==> src/rtl/display_pkg.sv <==
// Shared types and constants for the 8-digit seven-segment scanner.
package display_pkg;

   localparam int unsigned NUM_DIGITS = 8;

   typedef logic [3:0] digit_idx_t;
   typedef logic [3:0] nibble_t;

   localparam digit_idx_t DIG_A_HI = 4'd0;
   localparam digit_idx_t DIG_A_LO = 4'd1;
   localparam digit_idx_t DIG_B_HI = 4'd4;
   localparam digit_idx_t DIG_B_LO = 4'd5;
   localparam digit_idx_t DIG_R_HI = 4'd6;
   localparam digit_idx_t DIG_R_LO = 4'd7;
   localparam digit_idx_t DIG_LAST = digit_idx_t'(NUM_DIGITS - 1);

   // One complete set of display data, as held in the shadow and active registers
   typedef struct packed {
      logic [7:0] op_a;
      logic [7:0] op_b;
      logic [7:0] result;
      logic       show_result;
   } disp_data_t;

   // Hex nibble shown on a given digit; digits 2 and 3 are blank (zero)
   function automatic nibble_t digit_nibble_of(input digit_idx_t idx, input disp_data_t d);
      nibble_t nib;
      nib = 4'h0;
      case (idx)
         DIG_A_HI: nib = d.op_a[7:4];
         DIG_A_LO: nib = d.op_a[3:0];
         DIG_B_HI: nib = d.op_b[7:4];
         DIG_B_LO: nib = d.op_b[3:0];
         DIG_R_HI: nib = d.result[7:4];
         DIG_R_LO: nib = d.result[3:0];
         default:  nib = 4'h0;
      endcase
      return nib;
   endfunction

endpackage

==> src/rtl/refresh_prescaler.sv <==
// Digit-slot prescaler: tick_o is high for one cycle every REFRESH_DIV cycles;
// tick_next_c flags the cycle just before it.
module refresh_prescaler #(
   parameter int unsigned REFRESH_DIV = 100000
) (
   input  logic clk,
   input  logic reset,
   output logic tick_o,
   output logic tick_next_c
);

   localparam int unsigned CNT_W = $clog2(REFRESH_DIV);
   localparam logic [CNT_W-1:0] CNT_LAST = CNT_W'(REFRESH_DIV - 1);
   localparam logic [CNT_W-1:0] CNT_PRE  = CNT_W'(REFRESH_DIV - 2);

   logic [CNT_W-1:0] cnt_q, cnt_d;
   logic             tick_q, tick_d;

   // tick is registered one count early so it coincides with the terminal count
   always_comb begin
      cnt_d       = (cnt_q == CNT_LAST) ? '0 : cnt_q + CNT_W'(1);
      tick_next_c = (cnt_q == CNT_PRE);
      tick_d      = tick_next_c;
   end

   always_ff @(posedge clk) begin
      if (reset) begin
         cnt_q  <= '0;
         tick_q <= 1'b0;
      end else begin
         cnt_q  <= cnt_d;
         tick_q <= tick_d;
      end
   end

   assign tick_o = tick_q;

endmodule

==> src/rtl/display_scanner.sv <==
// Time-multiplexed 8-digit display scanner with frame-aligned double buffering.
// Optional DISPLAY_SKIP_EN: scan only the digits lit for the committed position.
module display_scanner
   import display_pkg::*;
#(
   parameter int unsigned REFRESH_DIV = 100000
) (
   input  logic       clk,
   input  logic       reset,
   input  logic [7:0] op_a,
   input  logic [7:0] op_b,
   input  logic [7:0] result,
   input  logic       show_result,
   input  logic       update,
   output logic [3:0] digit_idx,
   output logic [3:0] digit_nibble,
   output logic       position,
   output logic       pending,
   output logic       frame_done
);

   logic       tick;
   logic       tick_next;
   logic       boundary;
   digit_idx_t last_digit;
   disp_data_t in_data;

   disp_data_t shadow_q, shadow_d;
   disp_data_t active_q, active_d;
   logic       pending_q, pending_d;
   digit_idx_t digit_q, digit_d;
   nibble_t    nibble_q, nibble_d;
   logic       frame_done_q, frame_done_d;

   refresh_prescaler #(
      .REFRESH_DIV (REFRESH_DIV)
   ) u_prescaler (
      .clk         (clk),
      .reset       (reset),
      .tick_o      (tick),
      .tick_next_c (tick_next)
   );

   always_comb begin
      in_data.op_a        = op_a;
      in_data.op_b        = op_b;
      in_data.result      = result;
      in_data.show_result = show_result;
`ifdef DISPLAY_SKIP_EN
      last_digit = active_q.show_result ? DIG_R_LO : DIG_B_LO;
`else
      last_digit = DIG_LAST;
`endif
      boundary = tick && (digit_q == last_digit);
   end

   // Shadow capture, frame-boundary commit and digit sequencing
   always_comb begin
      shadow_d     = shadow_q;
      active_d     = active_q;
      pending_d    = pending_q;
      digit_d      = digit_q;
      frame_done_d = tick_next && (digit_q == last_digit);

      if (update) begin
         shadow_d  = in_data;
         pending_d = 1'b1;
      end

      if (boundary) begin
         if (update) begin
            active_d = in_data;
         end else if (pending_q) begin
            active_d = shadow_q;
         end
         pending_d = 1'b0;
      end

      if (tick) begin
`ifdef DISPLAY_SKIP_EN
         if (boundary) begin
            digit_d = active_d.show_result ? DIG_R_HI : DIG_A_HI;
         end else begin
            case (digit_q)
               DIG_A_HI: digit_d = DIG_A_LO;
               DIG_A_LO: digit_d = DIG_B_HI;
               DIG_B_HI: digit_d = DIG_B_LO;
               DIG_R_HI: digit_d = DIG_R_LO;
               default:  digit_d = DIG_A_HI;
            endcase
         end
`else
         digit_d = boundary ? DIG_A_HI : digit_q + digit_idx_t'(1);
`endif
      end

      // Nibble follows the next digit and next active data so both change together
      nibble_d = digit_nibble_of(digit_d, active_d);
   end

   always_ff @(posedge clk) begin
      if (reset) begin
         shadow_q     <= '0;
         active_q     <= '0;
         pending_q    <= 1'b0;
         digit_q      <= DIG_A_HI;
         nibble_q     <= '0;
         frame_done_q <= 1'b0;
      end else begin
         shadow_q     <= shadow_d;
         active_q     <= active_d;
         pending_q    <= pending_d;
         digit_q      <= digit_d;
         nibble_q     <= nibble_d;
         frame_done_q <= frame_done_d;
      end
   end

   assign digit_idx    = digit_q;
   assign digit_nibble = nibble_q;
   assign position     = active_q.show_result;
   assign pending      = pending_q;
   assign frame_done   = frame_done_q;

endmodule

==> config.mk <==
export PLATFORM = sky130hd
export DESIGN_NAME = display_scanner
export DESIGN_NICKNAME = d
export VERILOG_FILES = /design/src/rtl/display_pkg.sv /design/src/rtl/refresh_prescaler.sv /design/src/rtl/display_scanner.sv
export SDC_FILE = /design/constraint.sdc
export NUM_CORES = 1
export LEC_CHECK = 0
export ABC_AREA = 1
export CAP_MARGIN = 20
export CORE_AREA = 4 4 90 92
export CTS_CLUSTER_DIAMETER = 200
export DETAILED_ROUTE_END_ITERATION = 6
export DIE_AREA = 0 0 94 96
export GPL_TIMING_DRIVEN = 0
export PLACE_DENSITY = 0.82
export SLEW_MARGIN = 20
export SYNTH_ARGS = -nofsm -noshare
export SYNTH_HDL_FRONTEND = slang
export SYNTH_HIERARCHICAL = 1
export SYNTH_SLANG_ARGS = --single-unit
export TNS_END_PERCENT = 5
==> constraint.sdc <==
create_clock -name clk -period 1.5 [get_ports clk]
set_input_delay 0.3 -clock clk [delete_from_list [all_inputs] [get_ports clk]]
set_output_delay 0.3 -clock clk [all_outputs]
set_load 0.01 [all_outputs]
==> results of run 1 <==
placed cells by master (no fill, tap or decap), types with 4 or more instances in the layout:
master,Yosys,routed
inv_2,4,6
dfxtp_1,78,74
dlygate4sd2_1,0,10
a21oi_1,23,22
nand2_1,126,121
o21ai_0,21,17
o21ai_2,1,4
nor2_1,101,95
clkbuf_8,0,9
nand4_1,9,9
o21ai_1,10,10
buf_4,5,14
inv_1,34,31
xor2_1,4,4
clkbuf_1,7,7
nor2_2,9,10
mux2i_1,6,6
clkdlybuf4s50_1,0,26
nand3_1,23,21
buf_6,2,6
nand2_2,4,7
nor2_4,2,7
nand3_2,4,4
state kept, by name, indices dropped and copies added (netlist names):
register and count:
u_prescaler/tick_o 1, u_prescaler/cnt_q 17, active_q 24, position 1, digit_nibble 4, frame_done 1
digit_idx 4, shadow_q 25, pending 1
through the flow:
step,hold slack (ns),area (µm²),TNS (ns),std cells,util (%)
floorplan,0.378,3550,-0.0147,496,-
global placement,0.451,4050,-14.09,632,56.1
detailed placement,0.457,4050,-14.70,632,56.1
CTS,0.274,4390,-0.647,656,60.8
global route,0.283,4530,-2.35,662,62.9
finish,0.288,4530,-0.745,662,62.9
layout make-up:
| class | instances | area, µm² | area share [%] |
|---|---|---|---|
| plain buffers | 18 | 135 | 2.98 |
| clock buffers | 10 | 149 | 3.28 |
| clock inverters | 6 | 92.6 | 2.04 |
| inverters | 38 | 145 | 3.20 |
| multi-input cells | 362 | 1840 | 40.5 |
| flip-flops and latches | 78 | 1570 | 34.7 |
| well taps | 99 | 124 | 2.73 |
| repair buffers | 51 | 479 | 10.6 |
power by group through the flow:
stage,Sequential [W],Combinational (W),Clock [W]
floorplan,0.00218,0.000149,0
global placement,0.00218,0.000261,0
detailed placement,0.00218,0.000268,0
CTS,0.00213,0.000269,0.00186
global route,0.00214,0.000301,0.00196
finish,0.00214,0.000271,0.00183
logic make-up (layout without fill, tap and decap cells):
family / Yosys count / in the layout / share of synthesized area (%)
xor gates and xnor gates: 7 / 7 / 1.74
and+or+nand+nor: 285 / 285 / 34.6
AOI/OAI and AO/OA: 61 / 61 / 9.21
buffers and inverters: 56 / 123 / 7.47
adders and majority gates: 3 / 3 / 1.06
DFF: 78 / 78 / 44.2
muxes: 6 / 6 / 1.70
metal layers:
layer  GRT usage [%]  wire (µm)
met1            23.0       3700
met2            32.9       4210
met3            5.63        556
met4            10.1        295
met5               0          0
worst max-delay path, stage by stage, from the launching register on:
cell     delay [ns]
dfxtp_4        0.37
ha_4           0.16
nand2_2        0.06
nor2_4         0.13
nand3_4        0.13
inv_4          0.10
buf_2          0.18
o21ai_1        0.10
nor2_1         0.15
nor2_1         0.06
nand3_1        0.10
nand2_1        0.06
inv_1          0.06
synth_stat cells (all sizes together):
master | count | share of area (%)
nand3 | 27 | 4.4
o211a | 1 | 0.28
xnor2 | 3 | 0.74
nand2 | 131 | 14
o21ai | 32 | 4.6
dfxtp | 78 | 44
o21bai | 1 | 0.21
a211oi | 1 | 0.21
nor3 | 4 | 0.71
ha | 3 | 1.1
inv | 38 | 4.0
clkbuf | 7 | 0.74
a21boi | 1 | 0.21
a21oi | 23 | 3.3
o22ai | 1 | 0.18
nor2 | 112 | 13
mux2i | 6 | 1.7
or2 | 1 | 0.18
nand4 | 10 | 1.9
xor2 | 4 | 0.99
buf | 11 | 2.7
a21o | 1 | 0.21
repair_timing:
| item | 4_1_cts | 5_1_grt |
|---|---|---|
| setup endpoints to repair | 16 | 40 |
| cloned | 1 | 0 |
| endpoints found under the hold margin | 0 | 0 |
| buffers inserted | 7 | 6 |
| gates resized for setup | 23 | 33 |
| pin swaps | 7 | 8 |
final timing paths:
check / slack, ns / to / cells past startpoint
hold reg to reg: 0.47 / shadow_q[10] / 2
setup / recovery: -0.20 / digit_nibble[3] / 12
setup reg to reg: -0.20 / digit_nibble[3] / 12
hold / removal: 0.29 / shadow_q[2] / 3
==> metrics, run 1 <==
Int Pwr=0.00328 W; status=complete, but fails checks; Chip Width=approximately 94 µm; worst-path fanout max=6; Worst-Skew Late Latency=between 0.3 and 0.4 ns; total chip power=~0.0042 W; endpoints failing setup=5; period utilization=113%; Die H=around 96 µm; Fillers=between 500 and 600; Max Freq=589 MHz; synthesis-to-finish area growth=28.4%; Hold Vio Cnt, Final=0; slew of the pin with the lowest slew margin=~0.54 ns; First-pass DRT Iterations=5; Leakage=1.94 nW; max-cap viol count=0; post-route setup slack=-0.198 ns; RSZ-0062 raised after global routing=yes; Yosys Warn Count=6; Placer Congestion=about 0.85; failing checks=setup timing; CTS H-tree depth=3; DRC viols=0; Unique masters post-synth=35; clock transition at the registers of the reported paths=0.09 ns; drt total wl=8760 µm; post-synthesis sequential area ratio=roughly 44%; die area=around 0.0090 mm²; Longest Clk Path Bufs=2; HP Class=in2reg; Num CTS Buffers=9; number of global-route vias before repair=around 3,200; Critical Path Source=digit_idx[0]; initial antenna violation count=0; 1st-iter DRT viols=211; antenna diode count=0; Critical Path Sink Type=flip-flop; PortBufs=37; CTS sink cnt=a little under 80; top-level port count=39; GR Overflow Total=0; post-detail-place hpwl=5920 µm; CP startpoint kind=flip-flop; share of layout cells above drive strength 1=~17%; Global Route Usage Sum=19.7%; combinational power share=6.4%; Final Max Tran Viols=0; HP Start=update; NetSw=0.000959 W; # nets final=about 590; Power Dens Cells=around 930 mW/mm²; TritonCTS clock tree=yes; Slew HR=roughly 64%; post-route minimum period=between 1.5 and 2 ns; sequential share of power=about half; global-route wire length before repair=about 14,000 µm; Clk pwr share=43.2%; DP Worst Slack=-0.333 ns; wire per inst=approximately 13 µm; root buffer cell=clkbuf_8; core area=roughly 0.0072 mm²; synthesis-stage register bit count=between 70 and 80; worst vdd ir=0.435 mV; WP data required=1.81 ns; arrival time worst endpoint=approximately 2.0 ns; hold-fix buffers at CTS=0; cell area after synthesis=0.00353 mm²; Sw Ratio=22.6%; Syn Nets=between 500 and 600; Synth Instances=496; Vias=approximately 3,400; Initial Utilization=~49%; Clock Skew=0.0105 ns; Post-Synthesis Mean Instance Area=just over 7 µm²; RR Startpoint=digit_idx[0]; row count=31; Setup CP Type=reg2reg; ANT nets after route=0; Vias/cell=about 5; largest net degree at the start of global routing=15
No activity file was read; power rests on OpenSTA's default activity.
==> inputs of run 2 (changes only) <==
Settings changed: CORE_AREA 4 4 90 92 to 4 4 107 68, DIE_AREA 0 0 94 96 to 0 0 111 72, DONT_BUFFER_PORTS set to 1, GPL_TIMING_DRIVEN 0 to unset, PLACE_DENSITY 0.82 to 0.83.
==> run 2 against run 1 <==
Cell area rose by 3.1%. Total power shrank 11%. Largest power group unchanged. Global-route usage grew 4.1 points. The run still ends with setup timing left. Core utilization rose by 10 points.
==> metrics, run 2 (same netlist as run 1, synthesis figures left out) <==
status=complete, but fails checks; failing checks=setup timing; Setup CP Type=reg2reg; Setup crit end=digit_nibble[1]; Post-Layout Cell Count=~660; CP startpoint kind=flip-flop; Initial Utilization=around 55%; number of global-route vias before repair=roughly 3,200; arrival time worst endpoint=about 2.0 ns; Placer Congestion=between 0.9 and 1; Final Util=roughly 73%; most frequent cells in the layout=118 x nand2_1, 93 x nor2_1, 71 x dfxtp_1; root buffer cell=clkbuf_8; DP Worst Slack=-0.210 ns; post-route minimum period=1.70 ns; First-pass DRT Iterations=5; clock transition at the registers of the reported paths=roughly 0.080 ns; post-route setup slack=-0.196 ns; slew of the pin with the lowest slew margin=between 0.4 and 0.5 ns; 1st-iter DRT viols=between 300 and 400; core area=0.00642 mm²; HP Class=in2reg; Largest register FFs=25; die area=about 0.008 mm²; WP data required=1.81 ns; Vias=~3,600; wire per inst=15.0 µm; PortBufs=0; Num CTS Buffers=9; Hold Vio Cnt, Final=0; Power Dens Cells=between 800 and 900 mW/mm²; row count=23; Critical Path Sink Type=flip-flop; Slew HR=between 60% and 70%; commonest non-fill, non-tap cell in the layout=nand2_1; Placed Cells incl. Taps=between 600 and 700; Biggest register=shadow_q; Leakage=approximately 2 nW; Global Route Usage Sum=a little under a quarter; Fillers=around 460; initial antenna violation count=0; share of layout cells above drive strength 1=25.3%; drt total wl=9970 µm; worst-path fanout max=6; global-route wire length before repair=15,000 µm; top-level port count=39; Clock Skew=between 0.01 and 0.015 ns; DRC viols=0; Final Max Tran Viols=0; biggest regs=shadow_q: 25 flops, active_q: 24 flops, u_prescaler/cnt_q: 17 flops; endpoints failing setup=12; Chip Width=between 100 and 150 µm; multi-input logic area=slightly below 0.002 mm²; RSZ-0062 raised after global routing=yes; worst vdd ir=about 0.73 mV; post-detail-place hpwl=slightly above 6000 µm; period utilization=113%; ANT nets after route=0; Worst-Skew Late Latency=about 0.37 ns; Longest Clk Path Bufs=2; HP Start=update; TritonCTS clock tree=yes; CTS H-tree depth=3; Critical Path Source=digit_idx[0]; RR Startpoint=digit_idx[0]; R2R Path End=digit_nibble[1]; max-cap viol count=0; antenna diode count=0; Max Freq=590 MHz; CTS sink cnt=78; Worst Reg-to-Reg Cells=12; # nets final=about 600; Vias/cell=5.38; reg-to-reg slack, setup=-0.20 ns; Die H=just over 70 µm; register area=about 0.0016 mm²; GR Overflow Total=0; synthesis-to-finish area growth=32.4%; largest net degree at the start of global routing=55
==> run 2: cell types whose count changed in the layout (fill, tap and decap cells not counted), moves of 5 or more <==
cell / previous run / this run
clkdlybuf4s50_1: 26 / 0
clkbuf_1: 7 / 1
buf_4: 14 / 55
dlygate4sd3_1: 0 / 19
buf_6: 6 / 1
dlygate4sd2_1: 10 / 0
==> run 2: routing by layer <==
metal / wire [µm] / global-route usage [%] / up-vias
met5: 0 / 0 / -
met4: 237 / 8.33 / 0
met3: 899 / 7.58 / 23
met2: 4310 / 35.3 / 179
met1: 4520 / 32.9 / 1638
li1: - / - / 1730
==> run 2: worst min-delay path by stage <==
stage	to	slack [ns]	cells after the start
detailed placement	digit_idx[1]	0.37	1
finish	shadow_q[8]	0.05	1
global placement	digit_idx[1]	0.38	1
floorplan	u_prescaler/tick_o	0.38	1
CTS	active_q[24]	-0.02	1
global route	shadow_q[8]	0.04	1
==> run 2: repair_timing <==
action | in CTS | in global routing
hold endpoints to repair | 51 | 27
hold buffers | 18 | 2
setup buffers | 5 | 7
resized for setup | 20 | 51
pin swaps | 8 | 19
setup endpoints to repair | 8 | 22
gates cloned | 0 | 2
==> run 2: critical path: stages (launching register included) <==
cell,delay (ns)
dfxtp_4,0.38
ha_4,0.20
nand2_4,0.06
nor2_4,0.12
nand3_4,0.12
inv_4,0.09
buf_4,0.16
nor2_1,0.06
nor2_1,0.10
nand2_1,0.08
nand2_1,0.09
nor2_1,0.05
a21oi_1,0.13
==> run 2: report_power, final <==
part           internal, W  switching (W)  total [W]
registers          0.00211      0.0000231    0.00213
clock network     0.000595       0.000800    0.00140
logic             0.000102       0.000132   0.000233
==> run 2: layout make-up <==
class                   count  area share [%]
clock buffers              10            2.73
clock inverters             6           0.803
inverters                  38            3.16
multi-input cells         362            41.3
flip-flops and latches     78            33.8
well taps                  87            2.33
repair buffers             81            15.7
repair inverters            1           0.161
==> run 2: per-stage QoR <==
| stage | TNS [ns] | instance area (µm²) | power (W) | hold slack [ns] |
|---|---|---|---|---|
| 2_1_floorplan | -0.0147 | 3550 | 0.00233 | 0.378 |
| 3_3_place_gp | -0.635 | 3940 | 0.00233 | 0.376 |
| 3_5_place_dp | -0.832 | 3940 | 0.00234 | 0.371 |
| 4_1_cts | -0.957 | 4370 | 0.00374 | -0.0234 |
| 5_1_grt | -1.84 | 4680 | 0.00390 | 0.0382 |
| 6_report | -1.00 | 4680 | 0.00376 | 0.0477 |
==> inputs of run 3 (changes only) <==
Settings changed: TNS_END_PERCENT 5 to unset.
==> run 3 against run 2 <==
The run still ends with setup timing left. Critical path depth shrank 1. Sequential cell count unchanged. Worst hold slack about the same. Count of clock-buffer cells in the layout did not move. Critical path type unchanged. Combinational power about the same. Non-clock buffer count is 1 lower. Die area is the same. Register-to-register slack worse by 0.02 ns. Global-route usage increased by 0.073 points. Cell count fell by 0.15%. Worst setup slack worse by 0.016 ns. Largest power group unchanged.
==> metrics, run 3 (same netlist as run 1, synthesis figures left out) <==
largest net degree at the start of global routing=between 50 and 60; wire per inst=15.2 µm; slew of the pin with the lowest slew margin=0.376 ns; CP startpoint kind=flip-flop; Largest register FFs=25; Vias=about 3,600; Placer Congestion=0.905; initial antenna violation count=0; Hold Vio Cnt, Final=0; Post-Layout Cell Count=approximately 660; HP Class=in2reg; max-cap viol count=0; Slew HR=about 75%; max incr delay on CP=approximately 0.38 ns; commonest non-fill, non-tap cell in the layout=nand2_1; post-route setup slack=-0.212 ns; die area=between 0.007 and 0.008 mm²; Worst-Skew Late Latency=roughly 0.37 ns; WP data required=1.77 ns; Max Freq=just under 600 MHz; First-pass DRT Iterations=5; period utilization=114%; arrival time worst endpoint=~2.0 ns; Leakage=roughly 2 nW; post-detail-place hpwl=between 6000 and 7000 µm; global-route wire length before repair=roughly 15,000 µm; 1st-iter DRT viols=between 300 and 400; Placed Cells incl. Taps=about 610; CP max stage cell=dfxtp_4; DRC viols=0; WP buf/inv=2; synthesis-to-finish area growth=32.0%; worst path cell trace=ha_4, nand3_4, nor2_4, buf_12, o21ai_2, o21ai_1, nor2_1, nor2_1, nand3_1, nand2_1, inv_1; Global Route Usage Sum=a little under a quarter; endpoints failing setup=11; Longest Clk Path Bufs=2; failing checks=setup timing; antenna diode count=0; top-level port count=39; core area=0.00642 mm²; Setup CP Type=reg2reg; status=complete, but fails checks; row count=23; clock transition at the registers of the reported paths=roughly 0.08 ns; # nets final=around 600; GR Overflow Total=0; CTS sink cnt=between 70 and 80; ANT nets after route=0; Chip Width=between 100 and 150 µm; number of global-route vias before repair=between 3,000 and 4,000; Initial Utilization=a little under three fifths; post-route minimum period=1.71 ns; RSZ-0062 raised after global routing=yes; most used cell, CP=nor2_1; worst-path fanout max=6; CTS H-tree depth=3; final hold slack=~0.048 ns; worst vdd ir=between 0.7 and 0.8 mV; TritonCTS clock tree=yes; Final Max Tran Viols=0; Critical Path Sink Type=flip-flop; Biggest register=shadow_q; Vias/cell=about 5.4; share of layout cells above drive strength 1=24.9%; Die H=between 70 and 80 µm; most frequent cells in the layout=119 x nand2_1, 92 x nor2_1, 72 x dfxtp_1; total chip power=roughly 0.0038 W; Power Dens Cells=approximately 800 mW/mm²; Num CTS Buffers=9; Clock Skew=between 0.01 and 0.015 ns; PortBufs=0; delay-heaviest family, CP=simple AND/OR/NAND/NOR gates; root buffer cell=clkbuf_8; drt total wl=slightly above 10,000 µm; biggest regs=shadow_q: 25 flops, active_q: 24 flops, u_prescaler/cnt_q: 17 flops
-- run 3: cell types whose count changed in the layout (fill, tap and decap cells not counted), sizes merged --
cell and delta:
buf -1
-- run 3: worst paths after layout --
check / cells after the start / slack (ns) / to / start
min: 1 / 0.05 / shadow_q[8] / update
max reg2reg: 11 / -0.21 / digit_nibble[3] / digit_idx[0]
min reg2reg: 1 / 0.47 / u_prescaler/cnt_q[0] / u_prescaler/cnt_q[0]
max: 11 / -0.21 / digit_nibble[3] / digit_idx[0]
-- run 3: area by class of cell --
type                    count  area, µm²
clock buffers              10        128
clock inverters             6       37.5
fillers                   451       1760
inverters                  38        148
multi-input cells         362       1920
flip-flops and latches     78       1580
well taps                  87        109
repair buffers             80        731
repair inverters            1       7.51
-- run 3: worst register-to-register path, stage by stage (launching register included) --
cell	delay, ns
dfxtp_4	0.38
ha_4	0.19
nand3_4	0.10
nor2_4	0.20
buf_12	0.15
o21ai_2	0.06
o21ai_1	0.13
nor2_1	0.09
nor2_1	0.13
nand3_1	0.08
nand2_1	0.07
inv_1	0.04
-- run 3: repair_timing --
action | CTS | global route
gates cloned | 0 | 2
endpoints found under the hold margin | 50 | 28
buffers inserted | 6 | 6
gates resized for setup | 23 | 46
endpoints found under the setup margin | 8 | 22
hold buffers | 18 | 2
pin swaps | 11 | 21
-- run 3: power by group --
part           internal [W]  switching, W  total [W]  leakage [nW]
clock network      0.000595      0.000802    0.00140        0.0863
registers           0.00211     0.0000237    0.00213         0.638
logic              0.000102      0.000131   0.000233          1.27
-- run 3: per-layer routing --
layer  wire, µm  track usage, %  up-vias
met5          0               0        -
met4        245            8.33        0
li1           -               -     1729
met1       4440            33.1     1620
met3       1040            7.58       29
met2       4350            35.3      184
-- run 3: stage by stage --
stage,area [µm²],setup slack [ns],setup TNS (ns),utilization [%]
floorplan,3550,-0.0147,-0.0147,-
global placement,3940,-0.191,-0.635,61.4
detailed placement,3940,-0.210,-0.832,61.4
CTS,4390,-0.172,-1.05,68.4
global route,4660,-0.300,-1.99,72.6
finish,4660,-0.212,-1.01,72.6
